--- src/rtl/qar_arb_pkg.sv ---
// Shared types and constants for the QAR two-port memory arbiter.
package qar_arb_pkg;

    typedef enum logic [1:0] {
        IDLE  = 2'd0,
        GNT_I = 2'd1,
        GNT_D = 2'd2
    } arb_state_e;

    // Read data returned to the requester when a hung access is aborted.
    localparam logic [31:0] ARB_ABORT_DATA = 32'hDEAD_BEEF;

endpackage

--- src/rtl/qar_arb_watchdog.sv ---
// Grant timeout counter for qar_mem_arbiter.
// Instantiated only when QAR_ARB_WATCHDOG_EN is defined.
// It counts stalled grant cycles and flags the stalled cycle on which
// the count reaches TIMEOUT_CYCLES.
module qar_arb_watchdog #(
    parameter int TIMEOUT_CYCLES = 255
) (
    input  logic clk,
    input  logic rst_n,
    input  logic clr,
    input  logic en,
    output logic expire
);

    localparam int CW = (TIMEOUT_CYCLES < 2) ? 1 : $clog2(TIMEOUT_CYCLES + 1);

    logic [CW-1:0] count_q;

    // Stall counter: clear wins over increment.
    always_ff @(posedge clk or negedge rst_n) begin
        if (!rst_n) begin
            count_q <= '0;
        end else if (clr) begin
            count_q <= '0;
        end else if (en) begin
            count_q <= count_q + 1'b1;
        end
    end

    // The count holds the number of earlier stalled cycles, so the
    // TIMEOUT_CYCLES-th stalled cycle sees TIMEOUT_CYCLES-1.
    assign expire = en && (count_q == CW'(TIMEOUT_CYCLES - 1));

endmodule

--- src/rtl/qar_mem_arbiter.sv ---
// Two-port-to-one memory arbiter for the QAR core.
// The fetch port (i_*) and the data port (d_*) share one valid/ready memory port.
// Data wins ties from IDLE. A port whose grant completes while the other port is
// waiting hands the grant straight over.
// Optional watchdog: define QAR_ARB_WATCHDOG_EN to abort grants stalled for
// TIMEOUT_CYCLES cycles.
module qar_mem_arbiter
    import qar_arb_pkg::*;
#(
    parameter int ADDR_WIDTH     = 32,
    parameter int DATA_WIDTH     = 32,
    parameter int TIMEOUT_CYCLES = 255
) (
    input  logic                  clk,
    input  logic                  rst_n,
    input  logic                  i_valid,
    input  logic [ADDR_WIDTH-1:0] i_addr,
    output logic                  i_ready,
    output logic [DATA_WIDTH-1:0] i_rdata,
    input  logic                  d_valid,
    input  logic                  d_we,
    input  logic [ADDR_WIDTH-1:0] d_addr,
    input  logic [DATA_WIDTH-1:0] d_wdata,
    output logic                  d_ready,
    output logic [DATA_WIDTH-1:0] d_rdata,
    output logic                  mem_valid,
    output logic                  mem_we,
    output logic [ADDR_WIDTH-1:0] mem_addr,
    output logic [DATA_WIDTH-1:0] mem_wdata,
    input  logic                  mem_ready,
    input  logic [DATA_WIDTH-1:0] mem_rdata,
    output logic                  bus_err
);

    if (TIMEOUT_CYCLES < 1) begin : g_bad_timeout
        $error("qar_mem_arbiter: TIMEOUT_CYCLES must be at least 1");
    end

    arb_state_e state_q;
    arb_state_e state_d;
    logic       in_grant;
    logic       abort;
    logic       grant_done;

    assign in_grant   = (state_q != IDLE);
    assign grant_done = in_grant && (mem_ready || abort);

`ifdef QAR_ARB_WATCHDOG_EN
    logic wd_clr;
    logic wd_en;

    assign wd_en  = in_grant && !mem_ready;
    // Clearing at each completion or abort leaves the count at zero on
    // entry to every grant, including direct hand-overs between ports.
    assign wd_clr = !in_grant || grant_done;

    qar_arb_watchdog #(
        .TIMEOUT_CYCLES(TIMEOUT_CYCLES)
    ) u_watchdog (
        .clk    (clk),
        .rst_n  (rst_n),
        .clr    (wd_clr),
        .en     (wd_en),
        .expire (abort)
    );
`else
    assign abort = 1'b0;
`endif

    assign bus_err = abort;

    // State register.
    always_ff @(posedge clk or negedge rst_n) begin
        if (!rst_n) begin
            state_q <= IDLE;
        end else begin
            state_q <= state_d;
        end
    end

    // Next-state logic.
    // On completion only the other port's valid matters: the finishing
    // port's own valid is stale in that cycle.
    always_comb begin
        state_d = state_q;
        unique case (state_q)
            IDLE: begin
                if (d_valid) begin
                    state_d = GNT_D;
                end else if (i_valid) begin
                    state_d = GNT_I;
                end
            end
            GNT_I: begin
                if (grant_done) begin
                    state_d = d_valid ? GNT_D : IDLE;
                end
            end
            GNT_D: begin
                if (grant_done) begin
                    state_d = i_valid ? GNT_I : IDLE;
                end
            end
            default: state_d = IDLE;
        endcase
    end

    // Downstream request mux and per-port completion strobes.
    always_comb begin
        mem_valid = 1'b0;
        mem_we    = 1'b0;
        mem_addr  = '0;
        mem_wdata = '0;
        i_ready   = 1'b0;
        d_ready   = 1'b0;
        i_rdata   = mem_rdata;
        d_rdata   = mem_rdata;
        unique case (state_q)
            GNT_I: begin
                mem_valid = 1'b1;
                mem_addr  = i_addr;
                i_ready   = mem_ready || abort;
`ifdef QAR_ARB_WATCHDOG_EN
                if (abort) begin
                    i_rdata = DATA_WIDTH'(ARB_ABORT_DATA);
                end
`endif
            end
            GNT_D: begin
                mem_valid = 1'b1;
                mem_we    = d_we;
                mem_addr  = d_addr;
                mem_wdata = d_wdata;
                d_ready   = mem_ready || abort;
`ifdef QAR_ARB_WATCHDOG_EN
                if (abort) begin
                    d_rdata = DATA_WIDTH'(ARB_ABORT_DATA);
                end
`endif
            end
            default: ;
        endcase
    end

endmodule

--- config.mk ---
export PLATFORM = sky130hd
export DESIGN_NAME = qar_mem_arbiter
export DESIGN_NICKNAME = d
export VERILOG_FILES = /design/src/rtl/qar_arb_pkg.sv /design/src/rtl/qar_arb_watchdog.sv /design/src/rtl/qar_mem_arbiter.sv
export SDC_FILE = /design/constraint.sdc
export NUM_CORES = 1
export LEC_CHECK = 0
export CAP_MARGIN = 20
export CORE_AREA = 3 3 102 104
export CTS_BUF_LIST = sky130_fd_sc_hd__clkbuf_4 sky130_fd_sc_hd__clkbuf_8
export DETAILED_ROUTE_END_ITERATION = 10
export DIE_AREA = 0 0 105 107
export RECOVER_POWER = 100
export SLEW_MARGIN = 10
export SYNTH_ARGS = -nofsm -noshare
export SYNTH_HDL_FRONTEND = slang
export SYNTH_HIERARCHICAL = 1
export SYNTH_SLANG_ARGS = --single-unit
--- constraint.sdc ---
create_clock -name clk -period 1.7 [get_ports clk]
set_input_delay 0.34 -clock clk [delete_from_list [all_inputs] [get_ports clk]]
set_output_delay 0.34 -clock clk [all_outputs]
set_load 0.02 [all_outputs]
Yosys cells after proc, flatten, opt, wreduce, memory -nomap -nowiden --
Index checks and enable logic that the tools add are counted.
Storage, ports and cells: register bits after elaboration 2, input port bits 134, output and inout port bits 133, word-level logic and storage cells 24
Cells by class: eq/ne operators 5, mux-type cells 13, reduce and logical (&&, ||, !) cells 5
Operators by type and width (number):
- one-hot mux 32 bit (2 select lines) | 1
- 2-to-1 mux 32 bit | 1
- 2-to-1 mux 2 bit | 5
- one-hot mux 2 bit (3 select lines) | 1
- 2-to-1 mux 1 bit | 5
- inequality test 2 bit, second input constant | 2
- inequality test 3 bit, second input constant | 1
- AND reduction 3 bit | 1
- equality test 2 x 1 -> 1 bit, second input constant | 1
- equality test 2 bit, second input constant | 1
- zero test 2 bit | 1
- nonzero test 2 bit | 1
- OR reduction 2 bit | 1
- logical AND 1 bit | 1

Longest topological paths before layout --
depth after elaboration 4, mapped depth 6, gate-level depth less buffers 5

Worst setup path before layout --
No wires, ideal clock.
path type flip-flop to output port, from reg state_q[0], to out mem_addr[0], arrival 1472 ps, data required time 1360 ps, setup slack -112 ps, stages on the path, launching flop included 5, buffers on the path 1, cells stage by stage dfrtp_1 > inv_1 > ha_1 > clkbuf_1 > nor2b_1
Between the ends: longest elaborated chain between the ends 2, elaborated cells between the ends (all ways) 3, those cells by class eq/ne: 2; mux: 1
Ends and longest elaborated chain:
- start: declaration | line qar_mem_arbiter.sv:39 | arb_state_e state_q;
- start signal: assignment | line qar_mem_arbiter.sv:77 | state_q <= state_d;
- equality test 2 bit or equality test 2 x 1 -> 1 bit (tied branches) | line qar_mem_arbiter.sv:118 | unique case (state_q)
- one-hot mux 32 bit (2 select lines) * | line qar_mem_arbiter.sv:118
- end: declaration | line qar_mem_arbiter.sv:28 | output logic [ADDR_WIDTH-1:0] mem_addr,
Mark *: on every way between the ends. The rest lies on a longest branch, timed or not.

Final worst setup path --
from reg state_q[1], to out mem_addr[22]
Same word-level chain as after synthesis.

==> results.md <==
* Pre-antenna DRT Iters at 4
* Power Total at 4935 uW
* Initial drt markers at 39
* PwrDens at about 1400 nW/um2
* Flop-to-flop setup slack at -0.03 ns
* Tmin final at between 1.5 and 2 ns
* Multiplexer share of the synthesized area at 0.01781
* Hold_buf cts at 0
* Initial Utilization at 0.1458
* Max FFs per register at 2
* Ant diodes at 0
* Cell variety after synth at 19
* Setup ws final at -0.2174 ns
* Syn avg cell area at 7.096 um2
* RSZ-0062 raised after global routing: yes
* Final RePlAce weighted congestion at between 0.7 and 0.8
* Syn Inst Count at 198
* Die Height at roughly 110 um
* Critical Path Sink Type: output pin
* Placement Cell Area at 2932 um2
* Post-Syn Area at 1405 um2
* Worst setup SP type: flip-flop
* Hold WC Path Type: input pin to asynchronous set/reset pin
* Residual DRC at 0
* All-Layer GR Usage at 0.1134
* Xor/xnor share of the synthesized area at 0
* Top post-synthesis cells by area: buf_4 (35%), a22oi_1 (17%), and2_1 (16%), nor2b_1 (14%), ha_1 (4.5%)
* Worst-Skew Late Latency at 0.21 ns
* Root buffer cell: clkbuf_8
* Area share of the largest cell type after synthesis at 0.3473
* Reg clk slew, reported paths at 0.03 ns
* Simple logic cell fraction of the synthesized area at 0.3108
* Standard-cell rows at 36
* Largest family of logic cells by synthesized area: buffers and inverters
* Layout Cells excl Fill at ~450
* CP arrival at 1.58 ns
* Period utilisation layout at 1.128
* Largest Register: state_q
* Vias in the first global route at around 2,000
* Adder-cell share of the synthesized area at 0.04452
* YS warnings at 6
* CTS tree: built
* Post-synth top area cell: buf_4
* Clock buffer depth at 2
* DR WL/cell at 16.30 um
* Core Box Area at between 9000 and 10,000 um2
* Final Cell Area at 3480 um2
* Layout cells sized above 1 at 0.5813
* Worst Clk Skew at about 0.001 ns
* Area Overhead vs Synth at 147.6%
* Syn nets at roughly 340
* Vias/cell at between 4 and 5
* Hpwl dp at approximately 5300 um
* Status: finished, violations left
* Reg-to-Reg End: state_q[0]
* Die W at between 100 and 150 um
* Hold_ws at between 0.3 and 0.4 ns
* Top flop regs: state_q x2
* H-tree levels at 1
* Inst Count DP at about 430
* Post-synthesis sequential area ratio at 0.03562
* Required @ worst endpoint at 1.36 ns
* Die area at 11,240 um2
* Clock Sinks at 2
* Critical Path Fanout Max at 6
* GR Overflow Total at 0
* Post-route ant nets at 0
* Final Routed Wirelength at about 7400 um
* Synth Register Bits at 2
* Port bufs at around 170
* Max-slew violation count at 0
* Critical setup path kind: flip-flop to output pin
* Finish-stage setup viols at between 60 and 70
* TritonCTS buffer count at 3
* I/O pins at roughly 270
* Failing checks: negative setup slack
* Leakage Power at 0.001395 uW
* Pre-CTS setup slack at -0.4801 ns
* Largest vdd supply drop at between 500 and 600 uV
* Synth Area in Compound Gates at 0.1870
* R2r startpoint: state_q[1]
* Fin nets at around 460
* Via count of the routed design at around 1,800
* First-pass GRT wire length at ~10,000 um
* Final hold viol count at 0
* Highest Clock Rate at roughly 520 MHz
* Initial antenna violation count at 0
* Worst r2r path cells at 7
* Largest net degree at the start of global routing at 25
* Maxcap violations at 0
## placed cells by master (no fill, tap or decap)
| master | instances |
|---|---|
| ha_4 | 4 |
| buf_12 | 5 |
| and2_1 | 16 |
| and2_4 | 19 |
| mux2_4 | 1 |
| nor2b_1 | 2 |
| a22oi_2 | 30 |
| ha_1 | 1 |
| inv_2 | 2 |
| buf_2 | 9 |
| buf_4 | 27 |
| nand2b_1 | 1 |
| clkbuf_16 | 4 |
| conb_1 | 1 |
| a22oi_1 | 2 |
| clkdlybuf4s50_1 | 100 |
| o32a_1 | 1 |
| mux2i_1 | 1 |
| buf_16 | 3 |
| a21oi_1 | 1 |
| nor2b_2 | 30 |
| dlygate4sd3_1 | 1 |
| nor3b_1 | 1 |
| dfrtp_1 | 2 |
| buf_6 | 49 |
| nand2_1 | 1 |
| clkbuf_8 | 3 |
| inv_1 | 2 |
| o211ai_1 | 1 |
## cells by family after synthesis
family,count (synthesis)
buffers and inverters,83
AND/OR/NAND/NOR,70
AO/OA/AOI/OAI,35
adder cells (fa/ha/maj),5
multiplexers,2
flip-flops,2
other,1
## per-stage QoR
step | utilization | TNS (ns)
floorplan | - | -0.6949
global route | 0.3610 | -12.71
global placement | 0.3041 | -24.15
CTS | 0.3270 | -8.584
finish | 0.3610 | -8.388
detailed placement | 0.3041 | -26.09
## how the worst max path moves through the flow
stage	start	endpoint	slack (ns)	cells after the start
global placement	state_q[0]	mem_addr[20]	-0.44	6
detailed placement	state_q[0]	mem_addr[19]	-0.48	6
global route	state_q[1]	mem_addr[22]	-0.26	7
CTS	state_q[1]	mem_addr[22]	-0.23	6
finish	state_q[1]	mem_addr[22]	-0.22	7
floorplan	state_q[0]	mem_addr[0]	-0.02	4
## metal layers
metal | GRT usage | wire [um] | vias up | part of all wire
met3 | 0.03733 | 823 | 28 | 0.11
li1 | - | - | 839 | -
met5 | 0 | 0 | - | 0
met1 | 0.1118 | 2341 | 817 | 0.32
met4 | 0.03374 | 155 | 0 | 0.021
met2 | 0.2232 | 4064 | 137 | 0.55
## report_power, final
| group | internal, uW | switching (uW) | total, uW |
|---|---|---|---|
| Combinational | 2610 | 2060 | 4670 |
| Sequential | 69.9 | 16.6 | 86.5 |
| Clock | 149 | 33.9 | 183 |
## synthesized netlist by cell type, drive strengths merged
cell	count
a21oi	1
a22oi	32
and2	35
buf	67
clkbuf	12
conb	1
dfrtp	2
ha	5
inv	4
mux2	1
mux2i	1
nand2	1
nand2b	1
nor2b	32
nor3b	1
o211ai	1
o32a	1
## worst max-delay path, cell delays in order (launching register included)
cell	delay (ns)
dfrtp_1	0.38
buf_6	0.13
ha_4	0.19
buf_6	0.15
buf_16	0.13
a22oi_2	0.19
nor2b_2	0.06
buf_6	0.13
## area by class of cell
type,instances,area (um2)
timing repair buffer,198,2093
tap,133,166.4
clock buffer,3,41.29
fill,1027,6160
multi-input combinational,113,1114
sequential,2,50.05
inverter,4,15.01
## timing repair
item                                    4_1_cts  5_1_grt
pin swaps                                     2       10
gates cloned                                  3        5
endpoints found under the setup margin       68       70
setup buffers                                 4        5
resized for setup                           381       59
Power figures use the tool's default switching activity.
